--- src/rtl/atc_pkg.sv ---
// Shared constants and helpers for the approximate tree compressor
// error-recovery block.
package atc_pkg;

   localparam int ATC_WORD_SIZE = 11;
   localparam int ATC_CNT_W     = 16;
   localparam int ATC_SUM_W     = ATC_WORD_SIZE + 2;

   function automatic int atc_clamp_lvl(input int lvl, input int ws);
      return (lvl > ws) ? ws : lvl;
   endfunction

endpackage

--- src/rtl/atc_rec_mask.sv ---
// Recovery mask: selects the L most significant bits of the error vector.
// Purely combinational.
module atc_rec_mask
   import atc_pkg::*;
#(
   parameter int WORD_SIZE = ATC_WORD_SIZE,
   parameter int LW        = $clog2(WORD_SIZE + 1)
) (
   input  logic [LW-1:0]        l,
   output logic [WORD_SIZE-1:0] mask
);

   always_comb begin
      mask = '0;
      for (int i = 0; i < WORD_SIZE; i++) begin
         mask[i] = (i >= (WORD_SIZE - int'(l)));
      end
   end

endmodule

--- src/rtl/atc_err_recover.sv ---
// Two-stage error-recovery adder with valid/ready handshake and a
// saturating count of corrected transactions.
module atc_err_recover
   import atc_pkg::*;
#(
   parameter int WORD_SIZE = ATC_WORD_SIZE,
   parameter int CNT_W     = ATC_CNT_W,
   localparam int SUM_W    = WORD_SIZE + 2,
   localparam int LW       = $clog2(WORD_SIZE + 1)
) (
   input  logic                 clk,
   input  logic                 rst,
   input  logic                 in_valid,
   output logic                 in_ready,
   input  logic [WORD_SIZE-1:0] p0,
   input  logic [WORD_SIZE-1:0] p1,
   input  logic [WORD_SIZE-1:0] v,
   input  logic [LW-1:0]        rec_lvl,
   output logic                 out_valid,
   input  logic                 out_ready,
   output logic [SUM_W-1:0]     sum,
   output logic [CNT_W-1:0]     err_cnt,
   input  logic                 clr_cnt
);

   logic [LW-1:0]        lvl_c;
   logic [WORD_SIZE-1:0] mask;
   logic [WORD_SIZE-1:0] v_m;
   logic                 s2_load;
   logic                 s1_load;
   logic                 accept;

   logic                 s1_valid_q, s1_valid_d;
   logic                 s2_valid_q, s2_valid_d;
   logic [SUM_W-1:0]     s1_pp_q, s1_pp_d;
   logic [SUM_W-1:0]     s1_corr_q, s1_corr_d;
   logic [SUM_W-1:0]     sum_q, sum_d;
   logic [CNT_W-1:0]     cnt_q, cnt_d;

   assign lvl_c = LW'(atc_clamp_lvl(int'(rec_lvl), WORD_SIZE));

   atc_rec_mask #(
      .WORD_SIZE (WORD_SIZE),
      .LW        (LW)
   ) u_mask (
      .l    (lvl_c),
      .mask (mask)
   );

   assign v_m     = v & mask;
   assign s2_load = !s2_valid_q || out_ready;
   assign s1_load = !s1_valid_q || s2_load;
   assign accept  = in_valid && s1_load;

   always_comb begin
      s1_valid_d = s1_valid_q;
      s1_pp_d    = s1_pp_q;
      s1_corr_d  = s1_corr_q;
      s2_valid_d = s2_valid_q;
      sum_d      = sum_q;
      cnt_d      = cnt_q;
      if (s1_load) begin
         s1_valid_d = accept;
      end
      if (accept) begin
         s1_pp_d   = SUM_W'(p0) + SUM_W'(p1);
         s1_corr_d = SUM_W'(v_m) << 1;
      end
      if (s2_load) begin
         s2_valid_d = s1_valid_q;
         if (s1_valid_q) begin
            sum_d = s1_pp_q + s1_corr_q;
         end
      end
      // Clear takes priority over a same-cycle correction event.
      if (clr_cnt) begin
         cnt_d = '0;
      end else if (accept && (|v_m) && (cnt_q != {CNT_W{1'b1}})) begin
         cnt_d = cnt_q + 1'b1;
      end
   end

   always_ff @(posedge clk or posedge rst) begin
      if (rst) begin
         s1_valid_q <= 1'b0;
         s2_valid_q <= 1'b0;
         s1_pp_q    <= '0;
         s1_corr_q  <= '0;
         sum_q      <= '0;
         cnt_q      <= '0;
      end else begin
         s1_valid_q <= s1_valid_d;
         s2_valid_q <= s2_valid_d;
         s1_pp_q    <= s1_pp_d;
         s1_corr_q  <= s1_corr_d;
         sum_q      <= sum_d;
         cnt_q      <= cnt_d;
      end
   end

   assign in_ready  = s1_load;
   assign out_valid = s2_valid_q;
   assign sum       = sum_q;
   assign err_cnt   = cnt_q;

endmodule

--- config.mk ---
export PLATFORM = sky130hd
export DESIGN_NAME = atc_err_recover
export DESIGN_NICKNAME = d
export VERILOG_FILES = /design/src/rtl/atc_pkg.sv /design/src/rtl/atc_rec_mask.sv /design/src/rtl/atc_err_recover.sv
export SDC_FILE = /design/constraint.sdc
export NUM_CORES = 1
export LEC_CHECK = 0
export CAP_MARGIN = 20
export CORE_UTILIZATION = 47
export CTS_BUF_LIST = sky130_fd_sc_hd__clkbuf_16
export DETAILED_ROUTE_END_ITERATION = 10
export GPL_TIMING_DRIVEN = 1
export PLACE_DENSITY = 0.76
export SYNTH_ARGS = -nofsm -noshare
export SYNTH_HDL_FRONTEND = slang
export SYNTH_HIERARCHICAL = 1
export SYNTH_SLANG_ARGS = --single-unit
--- constraint.sdc ---
create_clock -name clk -period 2.1 [get_ports clk]
set_clock_uncertainty 0.1 [all_clocks]
set_input_delay 0.42 -clock clk [delete_from_list [all_inputs] [get_ports clk]]
set_output_delay 0.42 -clock clk [all_outputs]
set_load 0.01 [all_outputs]
Word level (Yosys, flattened, before mapping)
Cells that the tools add are included.
Storage, ports and cells
  bits in registers: 55
  input bits: 42
  output and inout bits: 31
  logic and storage cells: 37
Operators by class
  add/sub/neg operators: 4
  $lt $le $gt $ge: 12
  eq/ne operators: 1
  muxes and demuxes: 3
  bitwise operators: 1
  reductions and logical operators: 10
Operators by type and width (count)
  2-to-1 mux 16 bit: 2
  greater-or-equal comparator 4 x 5 -> 1 bit, first input constant: 4
  adder 16 x 1 -> 16 bit, second input constant: 1
  inequality test 16 bit, second input constant: 1
  greater-or-equal comparator 5 bit, first input constant: 3
  adder 13 x 12 -> 13 bit: 1
  adder 11 x 11 -> 12 bit: 1
  AND 11 bit: 1
  OR reduction 11 bit: 1
  greater-or-equal comparator 3 x 5 -> 1 bit, first input constant: 2
  greater-or-equal comparator 1 x 5 -> 1 bit, first input constant: 1
  greater-or-equal comparator 2 x 5 -> 1 bit, first input constant: 1
  subtractor 4 x 4 -> 5 bit, first input constant: 1
  > comparator 4 bit, second input constant: 1
  2-to-1 mux 4 bit: 1
  logical AND 1 bit: 3
  logical NOT 1 bit: 2
  logical OR 1 bit: 2
  AND reduction 2 bit: 1
  nonzero test 2 bit: 1

Depth between registers and ports, before layout
Gate-level depths: netlist of run 1.
  depth after elaboration: 10
  mapped depth: 14
  depth with buffers taken out: 12

Modules after synthesis
The synthesis of run 1 kept the hierarchy.
By module, submodules not included
  atc_err_recover: instances 1, cells an instance 361, area an instance 3330.7 um^2, seq. area each 1351.3 um^2
  atc_rec_mask: instances 1, cells an instance 59, area an instance 357.8 um^2, seq. area each 0.0 um^2

Worst setup path after synthesis of run 1
Ideal clock, no wire load.
  path type: input-to-reg
  from: input port rec_lvl[2]
  to: register cnt_q[11], in the netlist err_cnt[11]
  setup time: 0.128 ns
  arrival time: 3.423 ns
  data required time: 1.872 ns
  setup slack: -1.550 ns
  stages on the path: 13
  path buffers: 1
  path through: nor2b_1 inv_2 ha_1 and3_1 ha_1 or3_1 a21o_1 a22oi_1 nand4_1 nor2_1 clkbuf_1 nor3_1 mux2_1
On the way
  longest elaborated chain between the ends: 9
  elaborated cells on any way between the ends: 19
  classes of those cells: add/sub (1); order compare (12); mux (1); bitwise (1); reduce/logical (4)
Ends and longest elaborated chain
  from (decl): RTL line atc_err_recover.sv:18  | input logic [LW-1:0] rec_lvl,
  > comparator 4 bit: RTL line atc_pkg.sv:10  | return (lvl > ws) ? ws : lvl;
  2-to-1 mux 4 bit (*): RTL line atc_pkg.sv:10
  subtractor 4 x 4 -> 5 bit (*): RTL line atc_rec_mask.sv:16  | mask[i] = (i >= (WORD_SIZE - int'(l)));
  greater-or-equal comparator 1 x 5 -> 1 bit (*): RTL line atc_rec_mask.sv:16
  via mask[0]: RTL line atc_err_recover.sv:27  | logic [WORD_SIZE-1:0] mask;
  AND 11 bit (*): RTL line atc_err_recover.sv:50  | assign v_m = v & mask;
  OR reduction 11 bit (*): RTL line atc_err_recover.sv:78  | end else if (accept && (|v_m) && (cnt_q != {CNT_W{1'b1}})) begin
  logical AND 1 bit (*) (2 in a row): RTL line atc_err_recover.sv:78
  nonzero test 2 bit (no line) (*)
  to (signal assigned): RTL line atc_err_recover.sv:97  | cnt_q <= cnt_d;
  to (decl): RTL line atc_err_recover.sv:38  | logic [CNT_W-1:0] cnt_q, cnt_d;
Mark *: on every way through the listed nets, which the timed path passes. The rest lies on a longest branch.
A chain may end at the register's enable or synchronous reset.

Final worst setup path of run 1
  from: input port rec_lvl[3]
  to: register cnt_q[13], in the netlist err_cnt[13]
On the way
  longest elaborated chain between the ends: 9
  elaborated cells on any way between the ends: 19
  classes of those cells: add/sub (1); order compare (12); mux (1); bitwise (1); reduce/logical (4)
Ends and longest elaborated chain
  > comparator 4 bit: RTL line atc_pkg.sv:10
  2-to-1 mux 4 bit: RTL line atc_pkg.sv:10
  via lvl_c[2]: RTL line atc_err_recover.sv:26  | logic [LW-1:0] lvl_c;
  subtractor 4 x 4 -> 5 bit: RTL line atc_rec_mask.sv:16
  greater-or-equal comparator 1 x 5 -> 1 bit: RTL line atc_rec_mask.sv:16
  via mask[0]: RTL line atc_err_recover.sv:27
  AND 11 bit: RTL line atc_err_recover.sv:50
  OR reduction 11 bit: RTL line atc_err_recover.sv:78
  logical AND 1 bit (2 in a row): RTL line atc_err_recover.sv:78
  nonzero test 2 bit (no line)
The timed path passes the listed nets, and every way through them passes these cells.

==> results.toml, run 1 <==
[synth]
ys_types = 51
postSynth.asyncResetShare = 1.00
syn_area_per_cell_sq_um = 8.78
yosysWarnings = 6
synth_cells = 420
ys_seq_area_frac = 0.366
ys_ff_latch = 54
synth_flop_cell = "dfrtp_1"
synthesis.area_sq_mm = 0.00369
synth_edf_count = 0
syn_nets = 492

[placed_design]
hpwl_um = 7260
io_buffers = 72
gp_congestion = 0.815

[power_and_ir_drop]
ir_drop_v = 0.000370
switching_share = 0.334
p_leak_nw = 2.52
total_power_mw = 3.98
power.net_switching_mw = 1.33
internal-power_mw = 2.65
pwr-share-comb = 0.415
power.density_mw_per_mm2 = 681
pwr-share-seq = 0.341
clockPowerShare = 0.245

[final_layout]
syn2layout_area_growth_pct = 58.3
finalNetCount = 632
n_fill_cell = 429
drive_above_1_share = 0.307
multi_input_area_sq_mm = 0.00278
mostFrequentLayoutCells = "buf_4, clkdlybuf4s50_1, dfrtp_1, nand2_1, o21ai_1"
register_area_sq_mm = 0.00135
diodes = 0
final_common_cell = "buf_4"

[drt]
vias_per_cell = 5.92
ant_nets = 0
first_pass_iters = 5
drc_errors = 0
wirelength_um = 11300
wl_per_cell_um = 17.2
drt-initial-drc-count = 194
routed-via-count = 3907

[outcome]
outcome = "finished, violations left"
violations = "setup timing"

[timing]
worstMarginPinSlew_ns = 0.534
max_freq_mhz = 365
period_minus_slack_ns = 2.74
post-route-period-util = 1.30
finalWorstSetupSlack_ns = -0.639
rsz0062_at_grt = "true"
hold_viol_final = 0
setup_violations = 17
whs_ns = 0.389
timing.slew.headroom = 0.644
final_max_slew_viol_count = 0

[floorplanning]
core_area_sq_mm = 0.00741
initial_core_util = 0.498
die_area_sq_mm = 0.00821
ios = 73
dieHeight_um = 90.6
die_w_um = 90.6
placementRows = 31

[setup_path]
reg2reg_depth = 6
arrival_ns = 2.81
critPathKind = "primary input to register"
cp-start-kind = "primary input"
crit_required_ns = 2.18
worstSetupEndpointType = "register"
cp_max_fo = 5

[clocking]
numCtsBuffers = 5
cts_tree = "yes"
postCtsHoldBufs = 0
clockRootBuffer = "clkbuf_16"
cts_buffer_depth = 2
insertion_delay_ns = 0.30
htreeDepth = 2
clk_pin_slew_ns = 0.07
clock-sinks = 54

[grt]
grt_overflow = 0
antenna_found_initial = 0
grt_pass1_vias = 3746
grt_max_degree = 55
grt_pass1_wl_um = 17600
grtUsageTotal = 0.263

[run]
maxCapViolCount = 0

[hold_path]
whs_path_depth = 1
holdCritPathClass = "register to register"
## cell type report
cell class,instances,share of cell area
inverter,10,0.00686
multi-input combinational,339,0.476
timing repair buffer,150,0.235
clock buffer,5,0.0214
sequential,54,0.231
clock inverter,3,0.00814
tap,99,0.0212
## repair_timing
action,4_1_cts,5_1_grt
pin swaps,48,49
setup endpoints to repair,34,22
buffers inserted,10,3
endpoints found under the hold margin,0,0
gates cloned,1,0
resized for setup,85,49
## state kept, by name, indices dropped and copies added (netlist names)
name / count
err_cnt: 16
s1_valid_q: 1
out_valid: 1
sum: 13
s1_pp_q: 12
s1_corr_q: 11
## metrics by stage
stage,TNS [ns],setup slack (ns),std cells,utilization,instance area (sq um)
after floorplan,-13.81,-0.898,420,-,3740
after global placement,-27.07,-1.31,640,0.679,5030
after detailed placement,-29.07,-1.39,640,0.679,5030
after CTS,-10.62,-0.721,659,0.756,5600
after global routing,-11.17,-0.722,660,0.788,5840
final,-9.75,-0.639,660,0.788,5840
## cells by family (layout without fill, tap and decap cells)
logic type	Yosys count	after routing	synth area share
fa+ha+maj	30	30	0.106
flops	54	54	0.366
xor+xnor	17	17	0.0404
simple gates	149	149	0.200
buf+inv	27	168	0.0282
mux	15	15	0.0455
compound gates	128	128	0.214
## final timing paths
kind                             from     endpoint  slack [ns]
max in group asynchronous         rst       sum[9]        1.25
min in group asynchronous         rst      sum[12]        0.41
min                           sum[12]      sum[12]        0.39
min reg2reg                   sum[12]      sum[12]        0.39
max                        rec_lvl[3]  err_cnt[13]       -0.64
max reg2reg                err_cnt[1]  err_cnt[14]       -0.19
## cells in the mapped netlist, types with 3 or more instances
cell,n,area share
or3_1,3,0.0051
a31oi_1,7,0.012
xnor2_1,5,0.012
nor4_1,6,0.010
xor2_1,12,0.028
nor2_1,24,0.024
o21a_1,3,0.0061
a21oi_1,31,0.042
a211oi_1,5,0.010
or4_1,5,0.010
o31ai_1,7,0.014
a22oi_1,5,0.010
buf_1,4,0.0041
o21ai_1,30,0.041
o21ai_0,12,0.016
nor2b_1,10,0.017
a21o_1,13,0.026
inv_1,8,0.0081
nand2_1,55,0.056
o21bai_1,4,0.0081
nor3b_1,3,0.0061
mux2_1,13,0.040
nand4_1,9,0.015
dfrtp_1,54,0.37
nand2b_1,4,0.0068
clkbuf_1,11,0.011
ha_1,28,0.095
nand3_1,10,0.014
nor3_1,10,0.014
## power groups by stage
stage	combinational (mW)	clock (mW)	sequential, mW
global route	1.78	1.02	1.38
finish	1.65	0.973	1.36
detailed placement	1.41	0	1.38
global placement	1.37	0	1.37
floorplan	0.740	0	1.40
CTS	1.51	0.976	1.36
## layer usage
metal	share of wire	up-vias	wire length (um)	GRT usage
met5	0	-	0	0
met4	0.032	0	358	0.105
met3	0.049	33	552	0.0278
met2	0.50	161	5710	0.448
met1	0.42	1883	4720	0.340
li1	-	1830	-	-
## worst max-delay path: stages
cell     delay, ns
buf_8         0.10
nor2b_4       0.13
inv_4         0.06
ha_4          0.15
and3_4        0.15
ha_4          0.21
or3_1         0.34
a21o_1        0.18
a22oi_1       0.18
nand4_1       0.19
nor2_4        0.17
buf_8         0.16
nor3_4        0.05
mux2_4        0.32
Power figures use the tool's default switching activity.
==> run 2: changes to the inputs <==
Settings changed: CORE_MARGIN set to 2.
==> run 2 against run 1 <==
Hold slack got worse by 0.0093 ns. Power decreased by 3.5%. Largest cell class unchanged. Count of clock-buffer cells in the layout is the same. Sequential share of layout area grew 0.70 points. The flow still finishes with violations (setup timing). Die area grew 4.5%. Fmax shrank 3.5%. Clock power down 11%. Critical path depth unchanged.
==> results.toml, run 2 (synthesis results as in run 1) <==
[outcome]
outcome = "finished, violations left"
violations = "setup timing"

[setup_path]
critPathKind = "primary input to register"
crit_required_ns = 2.18
cp_max_fo = 5
arrival_ns = 2.91
worstSetupEndpointType = "register"
cp-start-kind = "primary input"

[final_layout]
mostFrequentLayoutCells = "buf_4, clkdlybuf4s50_1, nand2_1, dfrtp_1, o21ai_1"
final_core_util = 0.741
finalNetCount = 630
largest_register_ffs = 16
n_fill_cell = 504
final_cell_area_sq_mm = 0.00567
final_common_cell = "buf_4"
drive_above_1_share = 0.265
diodes = 0
syn2layout_area_growth_pct = 53.7

[power_and_ir_drop]
switching_share = 0.344
p_leak_nw = 2.45
pwr-share-seq = 0.353
clockPowerShare = 0.224
power.density_mw_per_mm2 = 678
ir_drop_v = 0.000428
internal-power_mw = 2.52
power.net_switching_mw = 1.32
pwr-share-comb = 0.422

[clocking]
htreeDepth = 2
cts_buffer_depth = 2
clock-sinks = 54
cts_tree = "yes"
numCtsBuffers = 5
postCtsHoldBufs = 0
insertion_delay_ns = 0.30
clockRootBuffer = "clkbuf_16"
clk_pin_slew_ns = 0.07

[drt]
wirelength_um = 11000
first_pass_iters = 5
drc_errors = 0
routed-via-count = 3810
wl_per_cell_um = 16.6
drt-initial-drc-count = 226
vias_per_cell = 5.76
ant_nets = 0

[floorplanning]
dieHeight_um = 92.6
initial_core_util = 0.482
die_w_um = 92.6
die_area_sq_mm = 0.00857
core_area_sq_mm = 0.00765
ios = 73
placementRows = 32

[grt]
grtUsageTotal = 0.248
grt_pass1_vias = 3726
antenna_found_initial = 0
grt_pass1_wl_um = 17200
grt_overflow = 0
grt_max_degree = 55

[timing]
period_minus_slack_ns = 2.84
setup_violations = 16
rsz0062_at_grt = "true"
post-route-period-util = 1.35
hold_viol_final = 0
finalWorstSetupSlack_ns = -0.738
whs_ns = 0.380
max_freq_mhz = 352
final_max_slew_viol_count = 0
timing.slew.headroom = 0.695
worstMarginPinSlew_ns = 0.458

[placed_design]
io_buffers = 72
gp_congestion = 0.818
hpwl_um = 7180
dpl_cell_area_sq_mm = 0.00502

[run]
maxCapViolCount = 0

[hold_path]
holdCritPathClass = "register to register"
-- run 2: cell types whose count changed in the layout (fill, tap and decap cells not counted), moves of 3 or more --
cell and change:
or4_1 +4, dlymetal6s2s_1 -3, clkdlybuf4s15_1 +3, a21oi_1 +5, or4_4 -4, o31ai_1 +3
a21oi_2 -5
-- run 2: critical path, cell delays in order --
cell	delay, ns
buf_8	0.10
nor2b_4	0.12
inv_2	0.07
ha_4	0.16
and3_4	0.18
ha_4	0.20
or3_1	0.37
a21o_1	0.19
a22oi_2	0.16
nand4_1	0.19
nor2_4	0.23
buf_12	0.17
nor3_4	0.05
mux2_4	0.30
-- run 2: what timing repair did --
action	CTS	global route
cloned	1	0
pin swaps	38	28
setup buffers	8	5
setup endpoints to repair	34	23
gates resized for setup	78	27
-- run 2: metal layers --
| layer | part of all wire | global-route usage |
|---|---|---|
| met1 | 0.40 | 0.311 |
| met2 | 0.53 | 0.429 |
| met3 | 0.047 | 0.0285 |
| met4 | 0.024 | 0.109 |
| met5 | 0 | 0 |
-- run 2: worst paths after layout --
kind,cells after the start,endpoint,slack (ns),from
worst max-delay path,14,err_cnt[11],-0.74,rec_lvl[3]
worst min-delay path,1,sum[12],0.38,sum[12]
worst max register to register,6,err_cnt[15],-0.05,err_cnt[0]
worst min register to register,1,sum[12],0.38,sum[12]
max in group asynchronous,3,err_cnt[12],1.26,rst
min in group asynchronous,3,sum[10],0.39,rst
-- run 2: layout make-up --
| type | count | area [sq um] | share of cell area |
|---|---|---|---|
| timing repair buffer | 148 | 1370 | 0.241 |
| clock inverter | 3 | 28.8 | 0.00508 |
| tap | 102 | 128 | 0.0225 |
| clock buffer | 5 | 125 | 0.0221 |
| inverter | 10 | 37.5 | 0.00662 |
| multi-input combinational | 339 | 2630 | 0.464 |
| sequential | 54 | 1350 | 0.238 |
-- run 2: power groups by stage --
stage | Sequential, mW | Clock, mW | Combinational (mW)
2_1_floorplan | 1.40 | 0 | 0.740
5_1_grt | 1.39 | 0.899 | 1.75
4_1_cts | 1.36 | 0.869 | 1.51
6_report | 1.36 | 0.862 | 1.62
3_3_place_gp | 1.36 | 0 | 1.36
3_5_place_dp | 1.38 | 0 | 1.41
-- run 2: through the flow --
step	setup TNS [ns]	power [mW]	cells	setup slack, ns
after floorplan	-13.81	2.14	420	-0.898
after global placement	-27.42	2.73	641	-1.32
after detailed placement	-28.90	2.79	641	-1.36
after CTS	-11.04	3.74	658	-0.751
after global routing	-13.26	4.04	661	-0.849
final	-11.02	3.84	661	-0.738
==> run 3: changes to the inputs <==
Settings changed: CORE_ASPECT_RATIO set to 0.9, CORE_UTILIZATION 47 to 49, CTS_BUF_LIST sky130_fd_sc_hd__clkbuf_16 to sky130_fd_sc_hd__clkbuf_8, PLACE_DENSITY 0.76 to 0.78.
==> run 3 against run 2 <==
The run still ends with setup timing left. Via count shrank 0.87%. Largest cell class unchanged. Cell count is 1.2% lower. Global-route usage rose by 0.94 points. Sequential power is essentially flat. Critical path depth stayed put. Power shrank 7.1%. Largest power group unchanged. Sequential share of layout area rose by 0.24 points. Utilization is 4.0 points higher. Clock power decreased by 28%. Critical path type unchanged.
==> results.toml, run 3 (synthesis results as in run 1) <==
[outcome]
violations = "setup timing"
outcome = "finished, violations left"

[floorplanning]
core_area_sq_mm = 0.00718
dieHeight_um = 86.3
die_area_sq_mm = 0.00824
initial_core_util = 0.513
die_w_um = 95.5
placementRows = 29
ios = 73

[final_layout]
diodes = 0
drive_above_1_share = 0.289
final_common_cell = "buf_4"
largest_register_ffs = 16
final_cells = 653
syn2layout_area_growth_pct = 52.1
mostFrequentLayoutCells = "buf_4, clkdlybuf4s50_1, dfrtp_1, nand2_1, o21ai_1"
finalNetCount = 631

[setup_path]
worstSetupEndpointType = "register"
cp-start-kind = "primary input"
cp_max_fo = 6
arrival_ns = 2.83
critPathKind = "primary input to register"
crit_required_ns = 2.20

[timing]
hold_viol_final = 0
post-route-period-util = 1.30
worstMarginPinSlew_ns = 0.560
period_minus_slack_ns = 2.73
setup_violations = 16
timing.slew.headroom = 0.626
rsz0062_at_grt = "true"
max_freq_mhz = 367
final_max_slew_viol_count = 0
finalWorstSetupSlack_ns = -0.627

[grt]
grt_max_degree = 55
grt_pass1_vias = 3642
grtUsageTotal = 0.257
grt_overflow = 0
antenna_found_initial = 0
grt_pass1_wl_um = 17000

[clocking]
postCtsHoldBufs = 0
htreeDepth = 2
clock-sinks = 54
numCtsBuffers = 5
cts_buffer_depth = 2
cts_tree = "yes"
insertion_delay_ns = 0.32
clockRootBuffer = "clkbuf_8"
clk_pin_slew_ns = 0.11

[hold_path]
holdCritPathClass = "primary input to async pin"

[placed_design]
gp_congestion = 0.903
dp_cells = 631
io_buffers = 72
hpwl_um = 7260

[power_and_ir_drop]
ir_drop_v = 0.000409
power.density_mw_per_mm2 = 636
total_power_mw = 3.57
p_leak_nw = 2.42

[drt]
drc_errors = 0
wirelength_um = 10900
drt-initial-drc-count = 214
wl_per_cell_um = 16.6
routed-via-count = 3777
first_pass_iters = 4
vias_per_cell = 5.78
ant_nets = 0

[run]
maxCapViolCount = 0
-- run 3: cell count changes in the layout (fill, tap and decap cells not counted), sizes merged --
cell | previous run | this run
dlymetal6s2s | 2 | 0
clkbuf | 5 | 6
clkinv | 2 | 1
inv | 11 | 12
clkdlybuf4s50 | 55 | 57
clkdlybuf4s15 | 3 | 0
dlygate4sd2 | 10 | 13
-- run 3: through the flow --
step	setup WS, ns	setup TNS (ns)	instance area, sq um	util	hold slack, ns
2_1_floorplan	-0.898	-13.81	3740	-	0.354
3_3_place_gp	-1.28	-26.52	5000	0.696	0.369
3_5_place_dp	-1.36	-28.45	5000	0.696	0.365
4_1_cts	-0.667	-9.74	5460	0.759	0.372
5_1_grt	-0.739	-11.24	5610	0.781	0.395
6_report	-0.627	-9.32	5610	0.781	0.350
-- run 3: area by class of cell --
| cell class | count | area [sq um] |
|---|---|---|
| flip-flops and latches | 54 | 1350 |
| repair buffers | 149 | 1360 |
| clock buffers | 5 | 68.8 |
| fillers | 447 | 1570 |
| well taps | 93 | 116 |
| inverters | 10 | 40.0 |
| multi-input cells | 339 | 2650 |
| clock inverters | 3 | 22.5 |
-- run 3: report_power, final --
| part | total (mW) | internal, mW | leakage [nW] | switching [mW] |
|---|---|---|---|---|
| sequential | 1.36 | 1.23 | 0.693 | 0.127 |
| clock | 0.617 | 0.243 | 0.0489 | 0.374 |
| combinational | 1.59 | 0.817 | 1.67 | 0.772 |
| total | 3.57 | 2.29 | 2.42 | 1.27 |
-- run 3: path summary, 6_finish.rpt --
kind,depth (start not counted),from,slack (ns),to
setup / recovery,14,rec_lvl[3],-0.63,err_cnt[13]
setup reg to reg,6,err_cnt[0],-0.18,err_cnt[15]
hold reg to reg,1,sum[12],0.39,sum[12]
hold / removal,3,rst,0.35,err_cnt[3]
max in group asynchronous,3,rst,1.29,sum[9]
min in group clk,1,sum[12],0.39,sum[12]
-- run 3: timing repair --
item,in CTS,in global routing
endpoints found under the setup margin,33,23
pin swaps,36,26
resized for setup,77,34
cloned,1,0
setup buffers,11,4
-- run 3: routing by layer --
layer,GRT usage,wire length [um]
met5,0,0
met4,0.0675,94
met3,0.0383,501
met2,0.439,5570
met1,0.344,4700
-- run 3: worst max-delay path, cell delays in order --
cell	delay (ns)
buf_8	0.10
nor2b_4	0.13
inv_4	0.06
ha_4	0.16
and3_4	0.17
ha_4	0.21
or3_1	0.34
a21o_1	0.19
a22oi_2	0.15
nand4_1	0.18
nor2_4	0.20
buf_12	0.17
nor3_4	0.05
mux2_4	0.31
